<file path="src/rtl/tl_sensor_cond.sv">
// rtl/tl_sensor_cond.sv - vehicle-detector conditioner (sync, on/off qualify, stuck detect); optional counters via TL_SENSOR_CNT_EN

module tl_sensor_chan #(
    parameter int ON_CYC    = 3,
    parameter int OFF_CYC   = 4,
    parameter int STUCK_CYC = 1000,
    parameter int CNT_W     = 10
) (
    input  logic clk,
    input  logic reset,
    input  logic raw_i,
    output logic t_o,
    output logic fault_o,
    output logic rise_o
);
    typedef enum logic [1:0] {IDLE, QUAL_ON, ACTIVE, QUAL_OFF} state_t;

    localparam logic [CNT_W-1:0] ONE     = CNT_W'(1);
    localparam logic [CNT_W-1:0] ON_L    = CNT_W'(ON_CYC);
    localparam logic [CNT_W-1:0] OFF_L   = CNT_W'(OFF_CYC);
    localparam logic [CNT_W-1:0] STUCK_L = CNT_W'(STUCK_CYC);

    logic             sync1_q, s_q;
    state_t           state_q, state_d;
    logic [CNT_W-1:0] qcnt_q, qcnt_d, hcnt_q, hcnt_d, qnext;
    logic             fault_q, fault_d, t_q, t_d;

    // Two-flop synchronizer, then state, counters and registered outputs
    always_ff @(posedge clk) begin
        if (reset) begin
            sync1_q <= 1'b0;
            s_q     <= 1'b0;
            state_q <= IDLE;
            qcnt_q  <= '0;
            hcnt_q  <= '0;
            fault_q <= 1'b0;
            t_q     <= 1'b0;
        end else begin
            sync1_q <= raw_i;
            s_q     <= sync1_q;
            state_q <= state_d;
            qcnt_q  <= qcnt_d;
            hcnt_q  <= hcnt_d;
            fault_q <= fault_d;
            t_q     <= t_d;
        end
    end

    // Qualification FSM, stuck-high counter and the forced-on output decode
    always_comb begin
        state_d = state_q;
        qcnt_d  = qcnt_q;
        qnext   = qcnt_q + ONE;
        case (state_q)
            IDLE: begin
                if (s_q) begin
                    if (ON_CYC == 1) begin
                        state_d = ACTIVE;
                        qcnt_d  = '0;
                    end else begin
                        state_d = QUAL_ON;
                        qcnt_d  = ONE;
                    end
                end
            end
            QUAL_ON: begin
                if (!s_q) begin
                    state_d = IDLE;
                    qcnt_d  = '0;
                end else if (qnext == ON_L) begin
                    state_d = ACTIVE;
                    qcnt_d  = '0;
                end else begin
                    qcnt_d  = qnext;
                end
            end
            ACTIVE: begin
                if (!s_q) begin
                    if (OFF_CYC == 1) begin
                        state_d = IDLE;
                        qcnt_d  = '0;
                    end else begin
                        state_d = QUAL_OFF;
                        qcnt_d  = ONE;
                    end
                end
            end
            QUAL_OFF: begin
                if (s_q) begin
                    state_d = ACTIVE;
                    qcnt_d  = '0;
                end else if (qnext == OFF_L) begin
                    state_d = IDLE;
                    qcnt_d  = '0;
                end else begin
                    qcnt_d  = qnext;
                end
            end
            default: begin
                state_d = IDLE;
                qcnt_d  = '0;
            end
        endcase

        if (!s_q) begin
            hcnt_d = '0;
        end else if (hcnt_q == STUCK_L) begin
            hcnt_d = hcnt_q;
        end else begin
            hcnt_d = hcnt_q + ONE;
        end

        fault_d = fault_q | (hcnt_d == STUCK_L);
        t_d     = fault_d | (state_d == ACTIVE) | (state_d == QUAL_OFF);
        rise_o  = (state_d == ACTIVE) & ((state_q == IDLE) | (state_q == QUAL_ON));
    end

    assign t_o     = t_q;
    assign fault_o = fault_q;
endmodule

module tl_sensor_cond #(
    parameter int ON_CYC    = 3,
    parameter int OFF_CYC   = 4,
    parameter int STUCK_CYC = 1000,
    parameter int CNT_W     = 10
) (
    input  logic       clk,
    input  logic       reset,
    input  logic       raw_a,
    input  logic       raw_b,
    output logic       Ta,
    output logic       Tb,
    output logic       fault_a,
    output logic       fault_b
`ifdef TL_SENSOR_CNT_EN
    ,
    input  logic       cnt_clr,
    output logic [7:0] veh_cnt_a,
    output logic [7:0] veh_cnt_b
`endif
);
    logic rise_a, rise_b;

    tl_sensor_chan #(.ON_CYC(ON_CYC), .OFF_CYC(OFF_CYC), .STUCK_CYC(STUCK_CYC), .CNT_W(CNT_W)) u_chan_a (
        .clk(clk), .reset(reset), .raw_i(raw_a), .t_o(Ta), .fault_o(fault_a), .rise_o(rise_a)
    );

    tl_sensor_chan #(.ON_CYC(ON_CYC), .OFF_CYC(OFF_CYC), .STUCK_CYC(STUCK_CYC), .CNT_W(CNT_W)) u_chan_b (
        .clk(clk), .reset(reset), .raw_i(raw_b), .t_o(Tb), .fault_o(fault_b), .rise_o(rise_b)
    );

`ifdef TL_SENSOR_CNT_EN
    logic [7:0] veh_a_q, veh_b_q;

    // Saturating qualified-arrival counters; clear beats a same-cycle increment
    always_ff @(posedge clk) begin
        if (reset || cnt_clr) begin
            veh_a_q <= 8'd0;
            veh_b_q <= 8'd0;
        end else begin
            if (rise_a && veh_a_q != 8'hFF) veh_a_q <= veh_a_q + 8'd1;
            if (rise_b && veh_b_q != 8'hFF) veh_b_q <= veh_b_q + 8'd1;
        end
    end

    assign veh_cnt_a = veh_a_q;
    assign veh_cnt_b = veh_b_q;
`else
    logic unused_rise;
    assign unused_rise = rise_a ^ rise_b;
`endif
endmodule

</file>
<file path="config.mk">
export PLATFORM = sky130hd
export DESIGN_NAME = tl_sensor_cond
export DESIGN_NICKNAME = d
export VERILOG_FILES = /design/src/rtl/tl_sensor_cond.sv
export SDC_FILE = /design/constraint.sdc
export NUM_CORES = 1
export LEC_CHECK = 0
export CELL_PAD_IN_SITES_DETAIL_PLACEMENT = 1
export CELL_PAD_IN_SITES_GLOBAL_PLACEMENT = 2
export CORE_MARGIN = 10
export CORE_UTILIZATION = 40
export CTS_CLUSTER_DIAMETER = 100
export DETAILED_ROUTE_END_ITERATION = 6
export PLACE_DENSITY_LB_ADDON = 0.1
export SLEW_MARGIN = 0
export SYNTH_ARGS = -nofsm -noshare
export SYNTH_HDL_FRONTEND = slang
export SYNTH_SLANG_ARGS = --single-unit
</file>
<file path="constraint.sdc">
create_clock -name clk -period 4.8 [get_ports clk]
set_input_delay 0.96 -clock clk [delete_from_list [all_inputs] [get_ports clk]]
set_output_delay 0.96 -clock clk [all_outputs]
set_load 0.005 [all_outputs]
</file>
# Yosys cells after proc, flatten, opt, wreduce, memory -nomap -nowiden

Cells that the tools add are included.

Equality and inequality tests: 22
Add/subtract/negate cells: 4
Bitwise logic cells: 6
Multiplexer cells: 32
Reductions and logical operators: 4

Operator list:

| kind                                                                     | count |
|---|---|
| 10-bit 2-to-1 mux                                                        | 16 |
| 10-bit one-hot mux with 4 select lines                                   | 2 |
| 10-bit by 1-bit adder with 10-bit output (second input constant)         | 4 |
| 10-bit == test (second input constant)                                   | 4 |
| 2-bit 2-to-1 mux                                                         | 12 |
| 10-bit by 2-bit == test with 1-bit output (second input constant)        | 2 |
| 10-bit by 3-bit == test with 1-bit output (second input constant)        | 2 |
| 2-bit == test (second input constant)                                    | 8 |
| 2-bit one-hot mux with 4 select lines                                    | 2 |
| 1-bit OR                                                                 | 6 |
| 2-bit by 1-bit == test with 1-bit output (second input constant)         | 2 |
| 2-bit zero test                                                          | 2 |
| 2-bit by 1-bit inequality test with 1-bit output (second input constant) | 2 |
| 2-bit inequality test (second input constant)                            | 2 |
| 2-bit AND reduction                                                      | 2 |

Register bits after elaboration: 52
Bits of input ports: 4
Logic and storage cells: 82

# Logic depth before layout (Yosys ltp)

Depth in word-level cells: 8
Depth in mapped cells: 10
Gate-level depth less buffers: 9

# By module

From an unflattened synthesis, not the netlist that was laid out.

Cell total of the unflattened synthesis: 392
Area, all modules: 3215.6 um^2

By module, submodules not included:

| module         | area each (um^2) | times used | cells each | sequential area each (um^2) |
|---|---|---|---|---|
| tl_sensor_chan | 1607.8           | 2          | 196        | 520.5 |

# Worst setup path before layout

OpenSTA, ideal clock, no wires.

Path type: input -> register
From: input reset
To: register u_chan_a.t_q, in the netlist u_chan_a.t_o
Library setup time: 0.120 ns
Arrival: 2.391 ns
Path slack: 2.289 ns
Cell stages on the path: 8
Path buffers: 1
Path through: clkbuf_1 > clkinv_1 > nand2_1 > nor2_1 > and3_1 > and3_1 > a22o_1 > or2_1

RTL lines:

| item                   | line | RTL |
|---|---|---|
| start: declaration     | 129  | `input logic reset,` |
| end signal: assignment | 45   | `t_q <= t_d;` |
| end: declaration       | 26   | `logic fault_q, fault_d, t_q, t_d;` |

==> results by group <==
Outcome
  – Outcome: complete, no violations

Critical path
  – Worst Reg-to-Reg Cells: 8
  – CP startpoint: reset
  – Crit-path max FO: 25
  – Slowest stage delay, CP: 0.45 ns
  – CP cell instances: clkdlybuf4s50_1, buf_4, clkinv_1, nand2_1, nor2_1, and3_1, and3_1, a22o_1, or2_1
  – Worst Setup Start Kind: input port
  – CP max-delay cell: clkdlybuf4s50_1
  – Crit path top cell by count: and3_1
  – Data arrival time of the worst path: 3.15 ns
  – Worst EP required: 5.01 ns
  – CP endpoint kind: flop
  – Worst setup path class: in2reg
  – Reg-to-reg startpoint: u_chan_b.qcnt_q[0]

Global route
  – Vias in the first global route: 2483
  – First-pass GRT wire length: 11300 um
  – GR Util met3: 2.40%
  – Met2 Track Usage GR: 20.2%
  – Total GRT Usage: 11.8%
  – Initial antenna violation count: 0
  – Met1 Use GR: 14.5%
  – Remaining global-route overflow: 0
  – GRT busiest layer: met2
  – Largest net degree at the start of global routing: 26

Clock tree
  – Post-CTS setup buffer count: 0
  – Cts repair resizes: 0
  – Cts hold-fix bufs: 0
  – # clock sinks: 52
  – Root Buffer: clkbuf_8
  – Total CTS buffers: 5
  – CTS tree: built
  – CTS Buffer Depth: 2
  – Later-pin clock latency in the skew report: 0.31 ns
  – H-tree depth: 2
  – CTS clk-pin slew, worst paths: 0.10 ns

Timing
  – Fin Hold WS: 0.450 ns
  – Unrepaired setup endpoints after global routing: no
  – Hold Vio Cnt, Final: 0
  – Fmax: 340 MHz
  – Setup_tns: 0 ns
  – Final Critical Period: 2.94 ns
  – Slew headroom: 53.3%
  – Pins over their slew limit: 0
  – Final setup fails: 0
  – Final worst-path cycle share: 61.2%
  – Transition time of the tightest slew-check pin: 0.698 ns
  – Clk_skew: 0.00844 ns

Power
  – Leak Pwr: 1.16 nW
  – Logic pwr share: 3.3%
  – VDD IR max: 137 uV
  – Reg power frac: 55.8%
  – Clock Power Share: 40.9%
  – Pwr Total: 0.000788 W
  – Int Pwr: 0.000615 W
  – Switching power: 0.000173 W
  – Sw Ratio: 21.9%
  – Pwr per Cell Area: 251 nW/um2

Synthesis
  – Async S/R FF share, synth: 0%
  – Synthesized flop and latch total: 52
  – Top_reg_cell synth: dfxtp_1
  – Mapped Avg Cell Area: 8.13 um2
  – Post-Synthesis Net Count: 368
  – Post-synth EDFFs: 0
  – Mapped cell area: 2890 um2
  – Sequential fraction of the synthesis area: 36.0%
  – Number of distinct library cells after synthesis: 60
  – Post-Synthesis Cells: 356
  – Synth warn: 0

Floorplan
  – Site row count: 30
  – Die W: 105 um
  – Num ports: 8
  – Die Footprint: 11000 um2
  – Core Area: 6910 um2
  – Die Y: 105 um
  – Initial Util: 41.9%

Cells and area
  – Antenna diodes: 0
  – Share of cells above drive strength 1: 6.70%
  – Fillers: 852
  – Area added between synthesis and finish: 8.74%
  – Util after Layout: 45.5%
  – Final layout net count: 369

Placement
  – PortBufs: 7
  – Post-DP HPWL: 4600 um
  – GPL Wtd Cong: 0.785

Route
  – WL per Instance: 13.9 um
  – Post-Route WL: 6320 um
  – # DRC: 0
  – DRT iter0 DRCs: 49
  – Drt first pass iters: 4
  – Detailed-route via count: 2399
  – Drt via density: 5.28
  – Antenna-violating nets left: 0

Worst hold path
  – WHS Path Cells: 1
  – Hold Path Class: reg2reg
  – Hold path start: u_chan_b.sync1_q

Job
  – Max-cap violations: 0
[per-layer routing]
layer / part of all wire, % / up-vias
met5: 0 / -
met4: 1.1 / 0
met3: 1.8 / 8
met2: 48 / 13
met1: 50 / 1129
li1: - / 1249
[metrics by stage]
stage | setup slack [ns] | instance area [um2] | instances
2_1_floorplan | 2.29 | 2890 | 356
3_3_place_gp | 1.52 | 3020 | 446
3_5_place_dp | 1.49 | 3020 | 446
4_1_cts | 1.82 | 3150 | 454
5_1_grt | 1.65 | 3150 | 454
6_report | 1.86 | 3150 | 454
[power groups by stage]
stage          registers (W)   logic, W  clock network, W
2_1_floorplan       0.000447  0.0000192                 0
3_3_place_gp        0.000450  0.0000265                 0
3_5_place_dp        0.000450  0.0000266                 0
4_1_cts             0.000440  0.0000267          0.000337
5_1_grt             0.000441  0.0000297          0.000358
6_report            0.000440  0.0000259          0.000323
[synthesized netlist by cell type (2+ instances only)]
master     n  area share, %
mux2_2     2           0.78
nand2b_1   2           0.43
mux2i_1    5            1.7
xor2_1     8            2.4
nand4_1    5            1.1
nand2_1   36            4.7
o21ai_0   14            2.4
a21oi_1   10            1.7
a21o_1     6            1.6
o211ai_2   2           0.86
nor3_1    18            3.1
and3_1    12            2.6
buf_2      2           0.35
and4_1     4            1.2
a22oi_1    2           0.52
inv_1     14            1.8
o21ai_1    4           0.69
or3_1      2           0.43
dfxtp_1   52             36
nor3b_1    6            1.6
a31oi_1    6            1.3
ha_1       8            3.5
a22o_1     2           0.61
nand3b_1   2           0.52
and2_1     8            1.7
nor2b_1   11            2.4
a32oi_1    2           0.61
nand3_1   14            2.4
nand4b_1   3           0.91
a211o_1    4            1.2
a211oi_1   2           0.52
xnor2_1   10            3.0
nor2_1    42            5.4
clkbuf_1  10            1.3
[registers in the layout, summed over array words and instances, names as in the netlist]
register and count:
u_chan_a.sync1_q 1, u_chan_a.qcnt_q 10, u_chan_b.s_q 1, u_chan_b.t_o 1, u_chan_a.s_q 1, u_chan_b.qcnt_q 10
u_chan_a.fault_o 1, u_chan_b.state_q 2, u_chan_a.state_q 2, u_chan_b.hcnt_q 10, u_chan_a.hcnt_q 10, u_chan_b.sync1_q 1
u_chan_a.t_o 1, u_chan_b.fault_o 1
[cell families after synthesis]
logic type	Yosys count	share of synthesized area [%]
flip-flops	52	36.0
adder cells (fa/ha/maj)	8	3.46
buffers and inverters	29	4.24
XOR/XNOR	18	5.45
AO/OA/AOI/OAI	63	14.9
AND/OR/NAND/NOR	178	32.9
multiplexers	8	3.03
[critical path: cells and delay by family]
family,cells,cell delay (ns)
buffers and inverters,3,0.98
and+or+nand+nor,5,1.00
AOI/OAI and AO/OA,1,0.21
[final cells by class]
| class | count | area, um2 | share of cell area, % |
|---|---|---|---|
| multi-input cells | 275 | 1730 | 55.0 |
| flip-flops and latches | 52 | 1040 | 33.1 |
| well taps | 96 | 120 | 3.82 |
| clock buffers | 6 | 82.6 | 2.63 |
| repair buffers | 8 | 77.6 | 2.47 |
| inverters | 15 | 56.3 | 1.79 |
| clock inverters | 2 | 38.8 | 1.23 |
[placed cells by master (no fill, tap or decap), types with 3 or more instances in the layout]
master           count
nand4_1              5
mux2i_1              5
o21ai_1              4
nor3_1              18
dfxtp_1             52
a211o_1              4
and4_1               4
nor3b_1              6
nor2_1              42
a21oi_1             10
nand2_1             36
inv_1               14
nor2b_1             11
xor2_1               8
o21ai_0             14
ha_1                 8
nand3_1             14
clkbuf_8             6
xnor2_1             10
nand4b_1             3
a31oi_1              6
and3_1              12
a21o_1               6
clkdlybuf4s50_1      7
and2_1               8
[worst paths after layout]
kind,to,slack [ns]
worst max-delay path,u_chan_a.t_o,1.86
worst max register to register,u_chan_b.qcnt_q[3],2.07
worst min register to register,u_chan_b.s_q,0.45
worst min-delay path,u_chan_b.s_q,0.45
Power figures use the tool's default switching activity.
